<file path="config.mk">
export PLATFORM = sky130hd
export DESIGN_NAME = gpr_file_flat
export DESIGN_NICKNAME = d
export VERILOG_FILES = /design/src/rtl/gpr_file_if.sv /design/src/rtl/gpr_file.sv /design/src/flat_wrapper.sv
export SDC_FILE = /design/constraint.sdc
export NUM_CORES = 2
export LEC_CHECK = 0
export BUFFER_PORTS_ARGS = -buffer_cell sky130_fd_sc_hd__buf_2
export CAP_MARGIN = 20
export CORE_ASPECT_RATIO = 0.75
export CORE_MARGIN = 1.5
export CORE_UTILIZATION = 25
export CTS_CLUSTER_DIAMETER = 200
export CTS_CLUSTER_SIZE = 10
export DETAILED_ROUTE_END_ITERATION = 10
export PLACE_DENSITY_LB_ADDON = 0.2
export SLEW_MARGIN = 20
export SYNTH_ARGS = -nofsm -noshare
export SYNTH_HDL_FRONTEND = slang
export SYNTH_SLANG_ARGS = --single-unit
</file>
<file path="constraint.sdc">
create_clock -name clk -period 2.9 [get_ports clk]
set_input_delay 0.29 -clock clk [delete_from_list [all_inputs] [get_ports clk]]
set_output_delay 0.29 -clock clk [all_outputs]
set_load 0.05 [all_outputs]
</file>
<file path="src/rtl/gpr_file_if.sv">
`default_nettype none
// ============================================================================
//  Module      : gpr_file_if
//  Description : Bundle of read, write, issue and flush signals between the
//                integer pipeline (master) and the general-purpose register
//                file (slave).
//  Revision    : 1.0 - initial release
// ============================================================================
interface gpr_file_if #(
    parameter int XLEN = 32,
    parameter int NREG = 32,
    parameter int NRD  = 2,
    parameter int NWR  = 2
);
    localparam int AW = $clog2(NREG);

    logic [NRD*AW-1:0]   rd_addr;
    logic [NRD*XLEN-1:0] rd_data;
    logic [NRD-1:0]      rd_busy;
    logic [NWR-1:0]      we_;
    logic [NWR*AW-1:0]   wr_addr;
    logic [NWR*XLEN-1:0] wr_data;
    logic                iss_valid;
    logic [AW-1:0]       iss_addr;
    logic                flush;

    modport master (
        output rd_addr, we_, wr_addr, wr_data, iss_valid, iss_addr, flush,
        input  rd_data, rd_busy
    );

    modport slave (
        input  rd_addr, we_, wr_addr, wr_data, iss_valid, iss_addr, flush,
        output rd_data, rd_busy
    );
endinterface
`default_nettype wire

</file>
<file path="src/rtl/gpr_file.sv">
`default_nettype none
// ============================================================================
//  Module      : gpr_file
//  Description : Multi-port general-purpose register file with a per-register
//                busy scoreboard. Register 0 is hardwired to zero.
//                Optional macro GPR_BYPASS_EN forwards same-cycle writeback
//                data (and a cleared busy view) to the read ports.
//  Revision    : 1.0 - initial release
// ============================================================================
module gpr_file #(
    parameter int XLEN = 32,
    parameter int NREG = 32,
    parameter int NRD  = 2,
    parameter int NWR  = 2
) (
    input  wire logic   clk,
    input  wire logic   rst,
    gpr_file_if.slave   bus
);
    localparam int AW = $clog2(NREG);

    // Entry 0 has no storage: it is a constant zero on every read path.
    logic [XLEN-1:0] r_regs [1:NREG-1];
    logic [NREG-1:0] r_busy;
    logic [NREG-1:0] w_busy_nxt;

    // One storage word per architectural register; each entry resolves its own
    // write enable so the highest-numbered matching write port wins.
    for (genvar i = 1; i < NREG; i++) begin : g_reg
        logic            w_wen;
        logic [XLEN-1:0] w_wdata;

        // Pick the write port (if any) targeting this entry; later ports override.
        always_comb begin
            w_wen   = 1'b0;
            w_wdata = '0;
            for (int j = 0; j < NWR; j++) begin
                if (!bus.we_[j] && (bus.wr_addr[j*AW +: AW] == AW'(i))) begin
                    w_wen   = 1'b1;
                    w_wdata = bus.wr_data[j*XLEN +: XLEN];
                end
            end
        end

        // Store write data; reset clears the entry and discards any write.
        always_ff @(posedge clk) begin
            if (rst) begin
                r_regs[i] <= '0;
            end else if (w_wen) begin
                r_regs[i] <= w_wdata;
            end
        end
    end

    // Next scoreboard state: retire on writeback, a new issue beats a retire,
    // flush beats everything, and entry 0 is never marked busy.
    always_comb begin
        w_busy_nxt = r_busy;
        for (int j = 0; j < NWR; j++) begin
            if (!bus.we_[j]) begin
                w_busy_nxt[bus.wr_addr[j*AW +: AW]] = 1'b0;
            end
        end
        if (bus.iss_valid) begin
            w_busy_nxt[bus.iss_addr] = 1'b1;
        end
        if (bus.flush) begin
            w_busy_nxt = '0;
        end
        w_busy_nxt[0] = 1'b0;
    end

    // Scoreboard register.
    always_ff @(posedge clk) begin
        if (rst) begin
            r_busy <= '0;
        end else begin
            r_busy <= w_busy_nxt;
        end
    end

    // Combinational read ports.
    for (genvar k = 0; k < NRD; k++) begin : g_rd
        logic [AW-1:0]   w_addr;
        logic [XLEN-1:0] w_data;
        logic            w_busy;

        assign w_addr = bus.rd_addr[k*AW +: AW];

        // Look up the stored word and busy bit; address 0 always reads idle zero.
        always_comb begin
            w_data = '0;
            w_busy = 1'b0;
            if (w_addr != '0) begin
                w_data = r_regs[w_addr];
                w_busy = r_busy[w_addr];
`ifdef GPR_BYPASS_EN
                // A writeback landing this cycle is forwarded and already retired.
                for (int j = 0; j < NWR; j++) begin
                    if (!bus.we_[j] && (bus.wr_addr[j*AW +: AW] == w_addr)) begin
                        w_data = bus.wr_data[j*XLEN +: XLEN];
                        w_busy = 1'b0;
                    end
                end
`endif
            end
        end

        assign bus.rd_data[k*XLEN +: XLEN] = w_data;
        assign bus.rd_busy[k]              = w_busy;
    end
endmodule
`default_nettype wire
</file>
<file path="src/flat_wrapper.sv">
// flat-port wrapper written by rule: the top's interface ports become plain ports
module gpr_file_flat 
#(
    parameter int XLEN = 32,
    parameter int NREG = 32,
    parameter int NRD  = 2,
    parameter int NWR  = 2
)
  (clk, rst, bus_rd_addr, bus_we_, bus_wr_addr, bus_wr_data, bus_iss_valid, bus_iss_addr, bus_flush, bus_rd_data, bus_rd_busy);
  gpr_file_if #(.XLEN(XLEN), .NREG(NREG), .NRD(NRD), .NWR(NWR)) bus_i ();
  input  wire logic clk;
  input  wire logic rst;
  input wire logic [$bits(bus_i.rd_addr)-1:0] bus_rd_addr;
  input wire logic [$bits(bus_i.we_)-1:0] bus_we_;
  input wire logic [$bits(bus_i.wr_addr)-1:0] bus_wr_addr;
  input wire logic [$bits(bus_i.wr_data)-1:0] bus_wr_data;
  input wire logic [$bits(bus_i.iss_valid)-1:0] bus_iss_valid;
  input wire logic [$bits(bus_i.iss_addr)-1:0] bus_iss_addr;
  input wire logic [$bits(bus_i.flush)-1:0] bus_flush;
  output wire logic [$bits(bus_i.rd_data)-1:0] bus_rd_data;
  output wire logic [$bits(bus_i.rd_busy)-1:0] bus_rd_busy;
  assign bus_i.rd_addr = bus_rd_addr;
  assign bus_i.we_ = bus_we_;
  assign bus_i.wr_addr = bus_wr_addr;
  assign bus_i.wr_data = bus_wr_data;
  assign bus_i.iss_valid = bus_iss_valid;
  assign bus_i.iss_addr = bus_iss_addr;
  assign bus_i.flush = bus_flush;
  assign bus_rd_data = bus_i.rd_data;
  assign bus_rd_busy = bus_i.rd_busy;
  gpr_file #(.XLEN(XLEN), .NREG(NREG), .NRD(NRD), .NWR(NWR)) u_core (.clk(clk), .rst(rst), .bus(bus_i));
endmodule
</file>
==> results.tsv <==
stage	metric	value	unit
status	status	finished, violations left	
status	violations	setup timing	
sta	max_freq	341	MHz
grt	grt_usage	0.251	
power	leakagePower	26.2	nW
synth	synth_fp_nets	6352	
synth	synth-edff-count	992	
power	peakVddDrop	452	uV
synth	synthCells	6257	
detailed_routing	drt-initial-drc-count	9894	
clocking	insertion_delay	740	ps
floorplan	dieWidth	587	um
synth	synth_top_area_frac	0.467	
placed_design	place_inst	9514	
worst_setup_path	rr_startpoint	u_core.r_busy[22]$_SDFF_PP0_	
detailed_routing	drc	0	
worst_setup_path	cp-start-kind	flop	
power	power.density	513	nW/um^2
layout	stdcell_area	75000	um^2
clocking	clockRootBuffer	clkbuf_16	
clocking	clock_path_buffers	3	
sta	finalSetupViolations	1	
synth	synth_flop_cell	edfxtp_1	
detailed_routing	drt_pass1_iterations	6	
job	maxCapViolations	0	
clocking	path_clk_slew	60	ps
layout	drive_above_1_share	0.262	
floorplan	fp.coreArea	254000	um^2
worst_setup_path	crit_chain	mux4_2, a22o_1, a211oi_4, buf_4, nor3_4, buf_12	
floorplan	ios	161	
worst_setup_path	cp_max_fo	2	
placed_design	placed_area	71500	um^2
sta	timing.slew.headroom	0.373	
synth	netlist_top_cells_area	edfxtp_1 47%, mux4_2 15%, nand2_1 12%, a21oi_1 7.4%, clkbuf_1 3.1%	
worst_setup_path	rr_endpoint	u_core.r_busy[22]$_SDFF_PP0_	
worst_setup_path	crit_family	compound AO/OA/AOI/OAI gates	
placed_design	pre_cts_ws	-183	ps
clocking	numCtsBuffers	112	
worst_setup_path	critPathArrivalTime	2640	ps
detailed_routing	avgRoutedWirePerCell	34.7	um
min_path	whs_path_depth	5	
synth	yosysTopAreaCell	edfxtp_1	
worst_setup_path	path_buf_inv	2	
floorplan	start_util	0.252	
synth	synth_common_cells	2113 x nand2_1, 992 x edfxtp_1, 945 x a21oi_1, 519 x clkbuf_1, 424 x mux4_2	
worst_setup_path	cp-end-kind	output pin	
min_path	worstHoldEndpoint	u_core.r_busy[29]$_SDFF_PP0_	
sta	hold_ws	109	ps
floorplan	num_rows	160	
grt	grt_max_degree	64	
sta	grt_setup_unrepaired	true	
sta	hold_violations	0	
sta	fin_ws	-34.9	ps
worst_setup_path	cp_slowest_stage_delay	510	ps
sta	finalMaxSlewViolations	0	
synth	synthArstFlopShare	0	
grt	grt_pass1_wl	451000	um
placed_design	routabilityCongestion	0.893	
synth	yosys_warnings	0	
detailed_routing	wl	335000	um
sta	worstMarginPinSlew	940	ps
worst_setup_path	r2r_setup_slack	2110	ps
clocking	cts.sinks	1023	
layout	stdcell_count	9669	
clocking	cts_tree	built	
min_path	holdCritStartpoint	bus_iss_valid	
synth	avgSynthCellArea	10.2	um^2
clocking	h-tree-depth	3	
synth	synth.yosys.seq_area_share	0.476	
floorplan	die_h	441	um
placed_design	hpwl	205000	um
layout	fillers	25800	
grt	grt_pass1_vias	52500	
sta	fin_skew	0	ps
layout	fin_nets	6329	
sta	min_period	2930	ps
synth	ys_ff_latch	1023	
worst_setup_path	slowest_stage	mux4_2	
layout	syn2layout_area_growth	17.5	%
detailed_routing	num_vias	56500	
placed_design	port_buffers	160	
synth	ys_types	51	
worst_setup_path	required	2610	ps
min_path	worstHoldPathType	in2reg	
synth	synth_area	63800	um^2
detailed_routing	antenna_left	0	
floorplan	dieArea	258000	um^2
detailed_routing	avgViaCountPerCell	5.85	
synth	yosysMostFrequentCell	nand2_1	
worst_setup_path	reg2regPathDepth	3	
grt	antenna_found_initial	22	
grt	grt_overflow	0	
sta	period_share	1.01	
worst_setup_path	critical_path_class	reg2out	
==> worst max path at each step <==
stage,endpoint,from,depth (start not counted),slack [ps]
after floorplan,bus_rd_data[39],bus_rd_addr[5],9,7
after global placement,bus_rd_data[35],bus_rd_addr[5],8,-210
after detailed placement,bus_rd_data[35],bus_rd_addr[5],8,-180
after CTS,bus_rd_data[63],u_core.r_regs[27][31]$_SDFFCE_PN0P_,6,-90
after global routing,bus_rd_data[63],u_core.r_regs[27][31]$_SDFFCE_PN0P_,6,-70
final,bus_rd_data[63],u_core.r_regs[27][31]$_SDFFCE_PN0P_,6,-30
==> metrics by stage <==
stage | TNS, ps | total power [mW] | util
after floorplan | 0 | 21.6 | -
after global placement | -710 | 24.9 | 0.282
after detailed placement | -514 | 24.9 | 0.282
after CTS | -114 | 38.3 | 0.295
after global routing | -87.3 | 39.3 | 0.296
final | -34.9 | 38.5 | 0.296
==> cell usage in the layout (no fill, tap or decap), types with 28 or more instances in the layout <==
master | netlist | layout
buf_12 | 0 | 157
nand2_1 | 2113 | 2073
nand2b_2 | 0 | 32
mux4_2 | 424 | 424
or2_2 | 15 | 32
a21oi_1 | 945 | 937
nand2_2 | 0 | 40
nor2_1 | 112 | 91
buf_4 | 11 | 296
buf_2 | 123 | 97
a21oi_2 | 170 | 176
nand2b_1 | 60 | 28
a22oi_1 | 113 | 108
clkbuf_16 | 0 | 116
edfxtp_1 | 992 | 992
mux2i_1 | 119 | 116
nor2_4 | 8 | 32
mux2_2 | 145 | 145
nand3_1 | 28 | 28
a221oi_1 | 32 | 32
==> cells by family (layout without fill, tap and decap cells) <==
kind of cell	after synthesis	count (layout)	share of synthesized area
other cells	0	8	0
mux	688	688	0.194
simple gates	2430	2430	0.153
compound gates	1403	1403	0.130
buf+inv	713	715	0.0474
flops	1023	1023	0.476
==> sequential cells by signal, indices dropped and copies added (netlist names) <==
name and flops:
u_core.r_busy 31, u_core.r_regs 992
==> worst register-to-register path, delay by kind of cell, from the launching register on <==
family	cells	cell delay (ps)
buf+inv	1	110
compound gates	2	270
flops	1	330
==> area by class of cell <==
cell class | instances | area (um^2) | area share
clock inverters | 3 | 33.8 | 0.000450
flip-flops and latches | 1023 | 30400 | 0.406
inverters | 1 | 3.75 | 0.0000500
well taps | 3402 | 4260 | 0.0567
repair buffers | 575 | 6150 | 0.0820
multi-input cells | 4521 | 31100 | 0.415
clock buffers | 136 | 2980 | 0.0397
diodes | 8 | 20.0 | 0.000267
==> where the power goes <==
| group | total, mW | switching, mW | internal, mW |
|---|---|---|---|
| Combinational | 7.22 | 4.47 | 2.74 |
| Clock | 13.6 | 6.49 | 7.07 |
| Sequential | 17.7 | 0.604 | 17.1 |
==> routing by layer <==
metal	vias up	track usage	part of all wire
met4	6	0.0762	0.031
met1	28900	0.378	0.44
met2	4621	0.332	0.39
li1	22500	-	-
met5	-	0	0.00010
met3	520	0.0799	0.14
==> what timing repair did <==
action / 4_1_cts / 5_1_grt
setup buffers: 3 / 2
endpoints found under the hold margin: 8 / 0
pin swaps: 11 / 6
gates cloned: 0 / 0
gates resized for setup: 92 / 41
setup endpoints to repair: 39 / 33
hold buffers: 6 / 0
No activity file was read; power rests on OpenSTA's default activity.
